$ cat src/rtl/simple_bus_decoder_pkg.sv
// Shared types and constants for the single-master bus decoder and its
// address matcher.
package simple_bus_pkg;

    localparam logic [1:0] SIZE_B = 2'd0;
    localparam logic [1:0] SIZE_H = 2'd1;
    localparam logic [1:0] SIZE_W = 2'd2;
    localparam logic [1:0] SIZE_X = 2'd3;

    localparam int          ERR_CNT_W      = 8;
    localparam logic [31:0] ERR_RD_DEFAULT = 32'hDEAD_BEEF;

    // Wide enough for the largest supported fan-out of 8 slaves.
    localparam int IDX_W = 3;

    typedef enum logic [1:0] {
        RSEL_IDLE,
        RSEL_SLV,
        RSEL_ERR
    } rsel_kind_e;

    typedef struct packed {
        rsel_kind_e        kind;
        logic [IDX_W-1:0]  idx;
    } rsel_t;

    function automatic logic is_misaligned(input logic [1:0] size,
                                           input logic [1:0] addr_lo);
        logic bad;
        case (size)
            SIZE_B:  bad = 1'b0;
            SIZE_H:  bad = addr_lo[0];
            SIZE_W:  bad = (addr_lo != 2'b00);
            default: bad = 1'b1;
        endcase
        return bad;
    endfunction

endpackage

$ cat src/rtl/simple_bus_decoder_addr_match.sv
// Combinational base/mask window matcher; on overlapping windows the lowest
// slave index wins.
module simple_addr_match
    import simple_bus_pkg::*;
#(
    parameter int N = 4
) (
    input  logic [31:0]        addr_i,
    input  logic [N-1:0][31:0] base_i,
    input  logic [N-1:0][31:0] mask_i,
    output logic               hit_o,
    output logic [IDX_W-1:0]   hit_idx_o
);

    // Scan from the top down so the last assignment is the lowest index.
    always_comb begin
        hit_o     = 1'b0;
        hit_idx_o = '0;
        for (int i = N - 1; i >= 0; i--) begin
            if ((addr_i & mask_i[i]) == base_i[i]) begin
                hit_o     = 1'b1;
                hit_idx_o = i[IDX_W-1:0];
            end
        end
    end

endmodule

$ cat src/rtl/simple_bus_decoder.sv
// One-master to s_w-slave bus decoder with one-cycle read steering and
// fault capture (first faulting address, saturating count).
module simple_bus_decoder
    import simple_bus_pkg::*;
#(
    parameter int                    s_w      = 4,
    parameter logic [s_w-1:0][31:0]  slv_base = {32'h3000_0000, 32'h2000_0000,
                                                 32'h1000_0000, 32'h0000_0000},
    parameter logic [s_w-1:0][31:0]  slv_mask = {s_w{32'hF000_0000}},
    parameter logic [31:0]           err_rd   = ERR_RD_DEFAULT
) (
    input  logic                  clk,
    input  logic                  rstn,
    input  logic                  req_m,
    input  logic [31:0]           addr_m,
    input  logic [31:0]           wd_m,
    input  logic                  we_m,
    input  logic [1:0]            size_m,
    output logic [31:0]           rd_m,
    output logic                  err_m,
    output logic [s_w-1:0]        req_s,
    output logic [s_w-1:0]        we_s,
    output logic [31:0]           addr_s,
    output logic [31:0]           wd_s,
    output logic [1:0]            size_s,
    input  logic [s_w-1:0][31:0]  rd_s,
    output logic [31:0]           err_addr,
    output logic [ERR_CNT_W-1:0]  err_cnt,
    input  logic                  err_clr
);

    logic             hit;
    logic [IDX_W-1:0] hit_idx;
    logic             fault;
    logic             accept;

    rsel_t                rsel_q, rsel_d;
    logic                 err_q, err_d;
    logic [31:0]          err_addr_q, err_addr_d;
    logic [ERR_CNT_W-1:0] err_cnt_q, err_cnt_d;
    logic                 sticky_q, sticky_d;

    simple_addr_match #(
        .N (s_w)
    ) u_match (
        .addr_i    (addr_m),
        .base_i    (slv_base),
        .mask_i    (slv_mask),
        .hit_o     (hit),
        .hit_idx_o (hit_idx)
    );

    assign addr_s = addr_m;
    assign wd_s   = wd_m;
    assign size_s = size_m;

    always_comb begin
        fault  = req_m && (!hit || is_misaligned(size_m, addr_m[1:0]));
        accept = req_m && !fault;
        for (int i = 0; i < s_w; i++) begin
            req_s[i] = accept && (hit_idx == i[IDX_W-1:0]);
        end
        we_s = req_s & {s_w{we_m}};
    end

    // Read steering: remember who owes us data next cycle.
    always_comb begin
        rsel_d = '{kind: RSEL_IDLE, idx: '0};
        if (req_m && !we_m) begin
            if (accept) begin
                rsel_d = '{kind: RSEL_SLV, idx: hit_idx};
            end else begin
                rsel_d = '{kind: RSEL_ERR, idx: '0};
            end
        end
    end

    always_comb begin
        rd_m = '0;
        case (rsel_q.kind)
            RSEL_SLV: begin
                for (int i = 0; i < s_w; i++) begin
                    if (rsel_q.idx == i[IDX_W-1:0]) begin
                        rd_m = rd_s[i];
                    end
                end
            end
            RSEL_ERR: rd_m = err_rd;
            default:  rd_m = '0;
        endcase
    end

    // A clear in the same cycle as a fault wipes old state first, so the new
    // fault becomes the first one recorded.
    always_comb begin
        err_d      = fault;
        err_cnt_d  = err_cnt_q;
        err_addr_d = err_addr_q;
        sticky_d   = sticky_q;
        if (err_clr) begin
            err_cnt_d  = '0;
            err_addr_d = '0;
            sticky_d   = 1'b0;
        end
        if (fault) begin
            if (err_cnt_d != '1) begin
                err_cnt_d = err_cnt_d + 1'b1;
            end
            if (!sticky_d) begin
                err_addr_d = addr_m;
                sticky_d   = 1'b1;
            end
        end
    end

    always_ff @(posedge clk or negedge rstn) begin
        if (!rstn) begin
            rsel_q     <= '{kind: RSEL_IDLE, idx: '0};
            err_q      <= 1'b0;
            err_addr_q <= '0;
            err_cnt_q  <= '0;
            sticky_q   <= 1'b0;
        end else begin
            rsel_q     <= rsel_d;
            err_q      <= err_d;
            err_addr_q <= err_addr_d;
            err_cnt_q  <= err_cnt_d;
            sticky_q   <= sticky_d;
        end
    end

    assign err_m    = err_q;
    assign err_addr = err_addr_q;
    assign err_cnt  = err_cnt_q;

endmodule

$ cat config.mk
export PLATFORM = sky130hd
export DESIGN_NAME = simple_bus_decoder
export DESIGN_NICKNAME = d
export VERILOG_FILES = /design/src/rtl/simple_bus_decoder_pkg.sv /design/src/rtl/simple_bus_decoder_addr_match.sv /design/src/rtl/simple_bus_decoder.sv
export SDC_FILE = /design/constraint.sdc
export NUM_CORES = 1
export LEC_CHECK = 0
export CAP_MARGIN = 20
export CELL_PAD_IN_SITES_DETAIL_PLACEMENT = 1
export CELL_PAD_IN_SITES_GLOBAL_PLACEMENT = 2
export CORE_ASPECT_RATIO = 1.2
export CORE_MARGIN = 3
export CORE_UTILIZATION = 16
export CTS_BUF_LIST = sky130_fd_sc_hd__clkbuf_4
export DETAILED_ROUTE_END_ITERATION = 8
export GPL_ROUTABILITY_DRIVEN = 0
export GPL_TIMING_DRIVEN = 1
export PLACE_DENSITY = 0.82
export SKIP_CTS_REPAIR_TIMING = 1
export SLEW_MARGIN = 20
export SYNTH_ARGS = -nofsm -noshare
export SYNTH_HDL_FRONTEND = slang
export SYNTH_SLANG_ARGS = --single-unit
$ cat constraint.sdc
create_clock -name clk -period 1.8 [get_ports clk]
set_input_delay 0.27 -clock clk [delete_from_list [all_inputs] [get_ports clk]]
set_output_delay 0.27 -clock clk [all_outputs]
set_load 0.1 [all_outputs]
## Yosys cells after proc, flatten, opt, wreduce, memory -nomap -nowiden

Index checks and enable logic that the tools add are counted.

| storage, ports and cells | value |
|---|---|
| register bits | 47 |
| bits in latches | 0 |
| bits in writable memories | 0 |
| bits in read-only memories | 0 |
| input port bits | 199 |
| output and inout port bits | 147 |
| word-level logic and storage cells | 62 |
| memories | 0 |

| cells by class | value |
|---|---|
| add/sub/neg operators | 1 |
| multipliers | 0 |
| div/mod/pow operators | 0 |
| order comparisons | 0 |
| equal/unequal tests | 14 |
| shift-type cells | 0 |
| muxes and demuxes | 24 |
| bitwise logic cells | 1 |
| reductions and logical operators | 16 |

Operators with widths:

| operator | number |
|---|---|
| $mux 32 | 7 |
| $pmux 32 s2 | 1 |
| $logic_not 32->1 | 1 |
| $mux 8 | 3 |
| $eq 3x2->1 const B | 4 |
| $mux 5 | 2 |
| $add 8x1->8 const B | 1 |
| $eq 4x2->1 const B | 2 |
| $mux 2 | 4 |
| $ne 8x8->1 const B | 1 |
| $logic_and 1x1->1 | 7 |
| $eq 3x1->1 const B | 2 |
| $logic_not 3->1 | 2 |
| $mux 1 | 6 |
| $and 4x4->4 | 1 |
| $eq 2x1->1 const B | 2 |
| $eq 2x2->1 const B | 2 |
| $eq 4x1->1 const B | 1 |
| $logic_not 1->1 | 3 |
| $pmux 1 s3 | 1 |
| $logic_not 2->1 | 1 |
| $reduce_bool 2->1 | 1 |
| $logic_or 1x1->1 | 1 |

## Longest topological paths before layout

| depth | value |
|---|---|
| depth after elaboration | 12 |
| depth in mapped cells | 6 |
| depth with buffers taken out | 5 |

## Cells and area by module

From an unflattened synthesis, not the netlist that was laid out.

| second synthesis, totals | value |
|---|---|
| cells, all modules | 697 |
| area, all modules | 6005.8 um^2 |

By module, submodules not included:

| module | times used | cells an instance | area each (um^2) | sequential area each (um^2) |
|---|---|---|---|---|
| simple_bus_decoder | 1 | 344 | 3597.2 | 1176.1 |
| simple_addr_match | 1 | 353 | 2408.6 | 0.0 |

## Worst setup path after synthesis

Ideal clock, no wire load.

| timing path | value |
|---|---|
| kind | register to output |
| from | register rsel_q[3] (netlist name) |
| to | output rd_m[21] |
| arrival time | 3148 ps |
| data required time | 1530 ps |
| setup slack | -1618 ps |
| cell stages (with the launch flop) | 6 |
| path buffers | 1 |
| cell sequence | dfrtp_1 > inv_1 > ha_1 > nand2b_1 > clkbuf_1 > o21ai_0 |

| on the way | value |
|---|---|
| longest elaborated chain between the ends | 2 |
| elaborated cells on any way between the ends | 3 |
| those cells by class | eq/ne (2); mux (1) |

RTL lines:

| element | RTL line | RTL |
|---|---|---|
| start: declaration | simple_bus_decoder.sv:37 | `rsel_t rsel_q, rsel_d;` |
| start signal: assignment | simple_bus_decoder.sv:118 | `rsel_q <= '{kind: RSEL_IDLE, idx: '0};` |
| start signal: assignment | simple_bus_decoder.sv:124 | `rsel_q <= rsel_d;` |
| $eq 2x2->1 or $eq 2x1->1 (tied branches) | simple_bus_decoder.sv:80 | `case (rsel_q.kind)` |
| $pmux 32 s2 * | simple_bus_decoder.sv:80 |  |
| end: declaration | simple_bus_decoder.sv:19 | `output logic [31:0] rd_m,` |

Every way passes the cells marked *; elsewhere a longest branch is shown, timed or not.

## Worst setup path in the final report

| timing path | value |
|---|---|
| from | register rsel_q[0] (netlist name) |
| to | output rd_m[9] |

| on the way | value |
|---|---|
| longest elaborated chain between the ends | 6 |
| elaborated cells on any way between the ends | 9 |
| those cells by class | eq/ne (3); mux (5); reduce/logical (1) |

RTL lines:

| element | RTL line | RTL |
|---|---|---|
| $logic_not 3->1 | simple_bus_decoder.sv:83 | `if (rsel_q.idx == i[IDX_W-1:0]) begin` |
| $mux 32 (3 in series) | simple_bus_decoder.sv:83 |  |
| $mux 32 * | simple_bus_decoder.sv:83 |  |
| $pmux 32 s2 * | simple_bus_decoder.sv:80 |  |

Marks and branches as above.

==> metrics.md <==
| Metric | Value |
|---|---|
| Slack of the worst reg-to-reg path | 0.14 ns |
| Transition time of the tightest slew-check pin | 0.3232 ns |
| Residual antenna-violating net count after detailed routing | 0 |
| DRC viols | 0 |
| Path class of the lowest-slack min-delay path | primary input to async pin |
| Vias post-DR | 3790 |
| CP cell instances | buf_12, mux4_2, inv_2, o21ai_4, buf_12 |
| Routed wire length | 16590 um |
| Failing checks | negative setup slack |
| Multi-input gate area in the final layout | 2242 um^2 |
| Num CTS Buffers | 5 |
| Cell variety after synth | 35 |
| Total nets after synthesis | 591 |
| Maximum fanout encountered on the critical timing path | 10 |
| Final nets | 831 |
| Initial DRT Pass Iterations | 4 |
| Min cycle time layout | 2.224 ns |
| Critical path start-end classification | flop to output port |
| Final-report max-slew violation count | 0 |
| FILL cells | 2411 |
| Chip height | 171.8 um |
| Cell types with the largest area share after synthesis | dfrtp_1 (31%), mux4_2 (20%), buf_4 (14%), o21ai_0 (7.8%), nand2b_1 (5.8%) |
| Flop and latch count out of synthesis | 46 |
| DR WL/cell | 18.23 um |
| TritonCTS clock tree | built |
| Portion of the clock cycle consumed by the worst path in the final layout | 123.5% |
| Starting density of the core | 16.33% |
| Root buffer selected by CTS | clkbuf_4 |
| Sequential element share of the synthesized area | 31.40% |
| Post-synthesis area per instance | 9.424 um^2 |
| Global-route congestion overflow total | 0 |
| Final design utilization | 35.57% |
| Least setup slack across all paths after layout | -0.4239 ns |
| Fin. Hold Viols | 0 |
| Drt via density | 4.165 |
| Top FF cell, synth | dfrtp_1 |
| Sequential cell area | 1177 um^2 |
| Area of the die | 24770 um^2 |
| Sink count of the clock tree | 46 |
| Number of buffers added on ports | 281 |
| Gate Count Post-Synth | 389 |
| Global-route wire length before repair | 23650 um |
| Area of the mapped netlist | 3666 um^2 |
| Most numerous cell on the critical path | buf_12 |
| Slowest stage cell, crit path | mux4_2 |
| Post-DP HPWL | 13760 um |
| Ys Warns | 0 |
| Final Cell Area | 7985 um^2 |
| Number of antenna violations at the first check in global routing | 5 |
| RSZ-0062 raised after global routing | yes |
| Leading area contributor after synthesis | dfrtp_1 |
| Met1 Use GR | 13.01% |
| Result of the run | finished with violations |
| Maximum number of pins on one net before global-route repair | 50 |
| H-Tree Level Count | 2 |
| Area growth from synthesis to final layout | 117.8% |
| Fmax | 449.7 MHz |
| Arrival time reported for the critical path endpoint | 1.95 ns |
| Worst r2r path cells | 6 |
| PnR Total Power | 4091 uW |
| Final setup fails | 32 |
| Total power per unit cell area | 512.4 nW/um^2 |
| Worst IR drop on VDD | 348.9 uV |
| Endpoint type of the worst setup path | output port |
| Cell family contributing the most delay on the critical path | multiplexers |
| Top-count cell post-synth | buf_4 |
| Critical path launch point type | flop |
| Met3 usage in global routing | 6.396% |
| Slew HR | 78.22% |
| Die X | 144.2 um |
| R2R Path Start | err_cnt[0] |
| Num rows | 60 |
| Area share of the largest cell type after synthesis | 31.40% |
| Count of flip-flops with a built-in enable after synthesis | 0 |
| Most common library cells after synthesis | buf_4 (69), o21ai_0 (57), dfrtp_1 (46), nand2_1 (35), nand2b_1 (34) |
| Vias in the first global route | 4105 |
| RR Endpoint | err_cnt[4] |
| Global Route met2 Usage | 22.52% |
| Total GRT Usage | 12.39% |
| Largest stage delay on the critical path | 0.53 ns |
| Clock latency at the later pin of the worst-skew pair | 0.40 ns |
| # IOs | 346 |
| Cell Area, Placed | 7855 um^2 |
| Layout cells sized above 1 | 45.40% |
| Pre-CTS setup slack | -0.2953 ns |
| Leakage power | 0.003245 uW |
| Critical path data required time | 1.53 ns |
| Fin Hold WS | 0.1672 ns |
| Max Clock Skew | 0.01992 ns |
| Clock-pin slew of the registers on the worst-case setup and hold paths | 0.17 ns |
| Async S/R FF share, synth | 100.0% |
| First-iteration detailed-routing DRC count | 81 |
| Number of buffers on the longest clock path | 2 |
| Busiest metal layer after global routing | met2 |
| MaxCap Viol Count | 0 |
| Total buffers and inverters traversed by the critical path | 3 |
| Core outline area | 22450 um^2 |
sequential cells by signal (all words and copies together), names as in the netlist:
register and count:
err_m 1, rsel_q 4, err_addr 32, sticky_q 1, err_cnt 8
power by group:
group	switching [uW]	internal, uW
sequential	63.6	1120
combinational	1440	910
clock	400	153
how the worst max path moves through the flow:
stage	startpoint	endpoint	cells after the start
floorplan	size_m[0]	we_s[2]	4
global placement	size_m[0]	we_s[1]	6
detailed placement	size_m[0]	we_s[1]	6
CTS	rsel_q[0]	rd_m[6]	5
global route	rsel_q[0]	rd_m[15]	5
finish	rsel_q[0]	rd_m[9]	5
cell type report:
type | instances | share of cell area [%]
repair buffers | 322 | 50.58
diodes | 1 | 0.03134
inverters | 31 | 1.457
clock inverters | 3 | 0.2664
multi-input cells | 223 | 28.08
clock buffers | 5 | 0.4701
flip-flops and latches | 46 | 14.74
well taps | 279 | 4.372
layout by cell type, fill, tap and decap left out, types with 8 or more instances in the layout:
cell / count
clkdlybuf4s50_1: 156
inv_2: 25
nor2b_4: 9
dfrtp_1: 37
dlymetal6s2s_1: 8
o21ai_0: 33
buf_4: 60
o21ai_4: 24
nand2b_1: 32
buf_12: 94
nand2_1: 35
mux4_2: 32
metal layers:
metal | share of wire [%] | routed length (um)
met5 | 0.30 | 50
met2 | 50 | 8347
met1 | 35 | 5742
met3 | 14 | 2339
met4 | 0.68 | 112
cell families after synthesis:
group                      Yosys count  share of synthesized area [%]
AOI/OAI and AO/OA                   70                          10.92
xor gates and xnor gates             2                         0.4779
adders and majority gates            3                          1.024
buffers and inverters              120                          19.73
DFF                                 46                          31.40
muxes                               34                          20.27
and+or+nand+nor                    114                          16.18
worst reg2reg max path, cell delays in order, from the launching register on:
cell and delay (ns):
dfrtp_4 0.54, nor2b_4 0.15, ha_4 0.16, buf_4 0.14
and3_1 0.20, a311oi_1 0.28, a41o_1 0.13
through the flow:
stage                     cells  TNS [ns]
final                       910    -12.80
after global routing        909    -15.29
after CTS                   906    -15.55
after detailed placement    898    -11.15
after global placement      898    -8.525
after floorplan             389    -1.410
(Power assumes the default switching activity.)
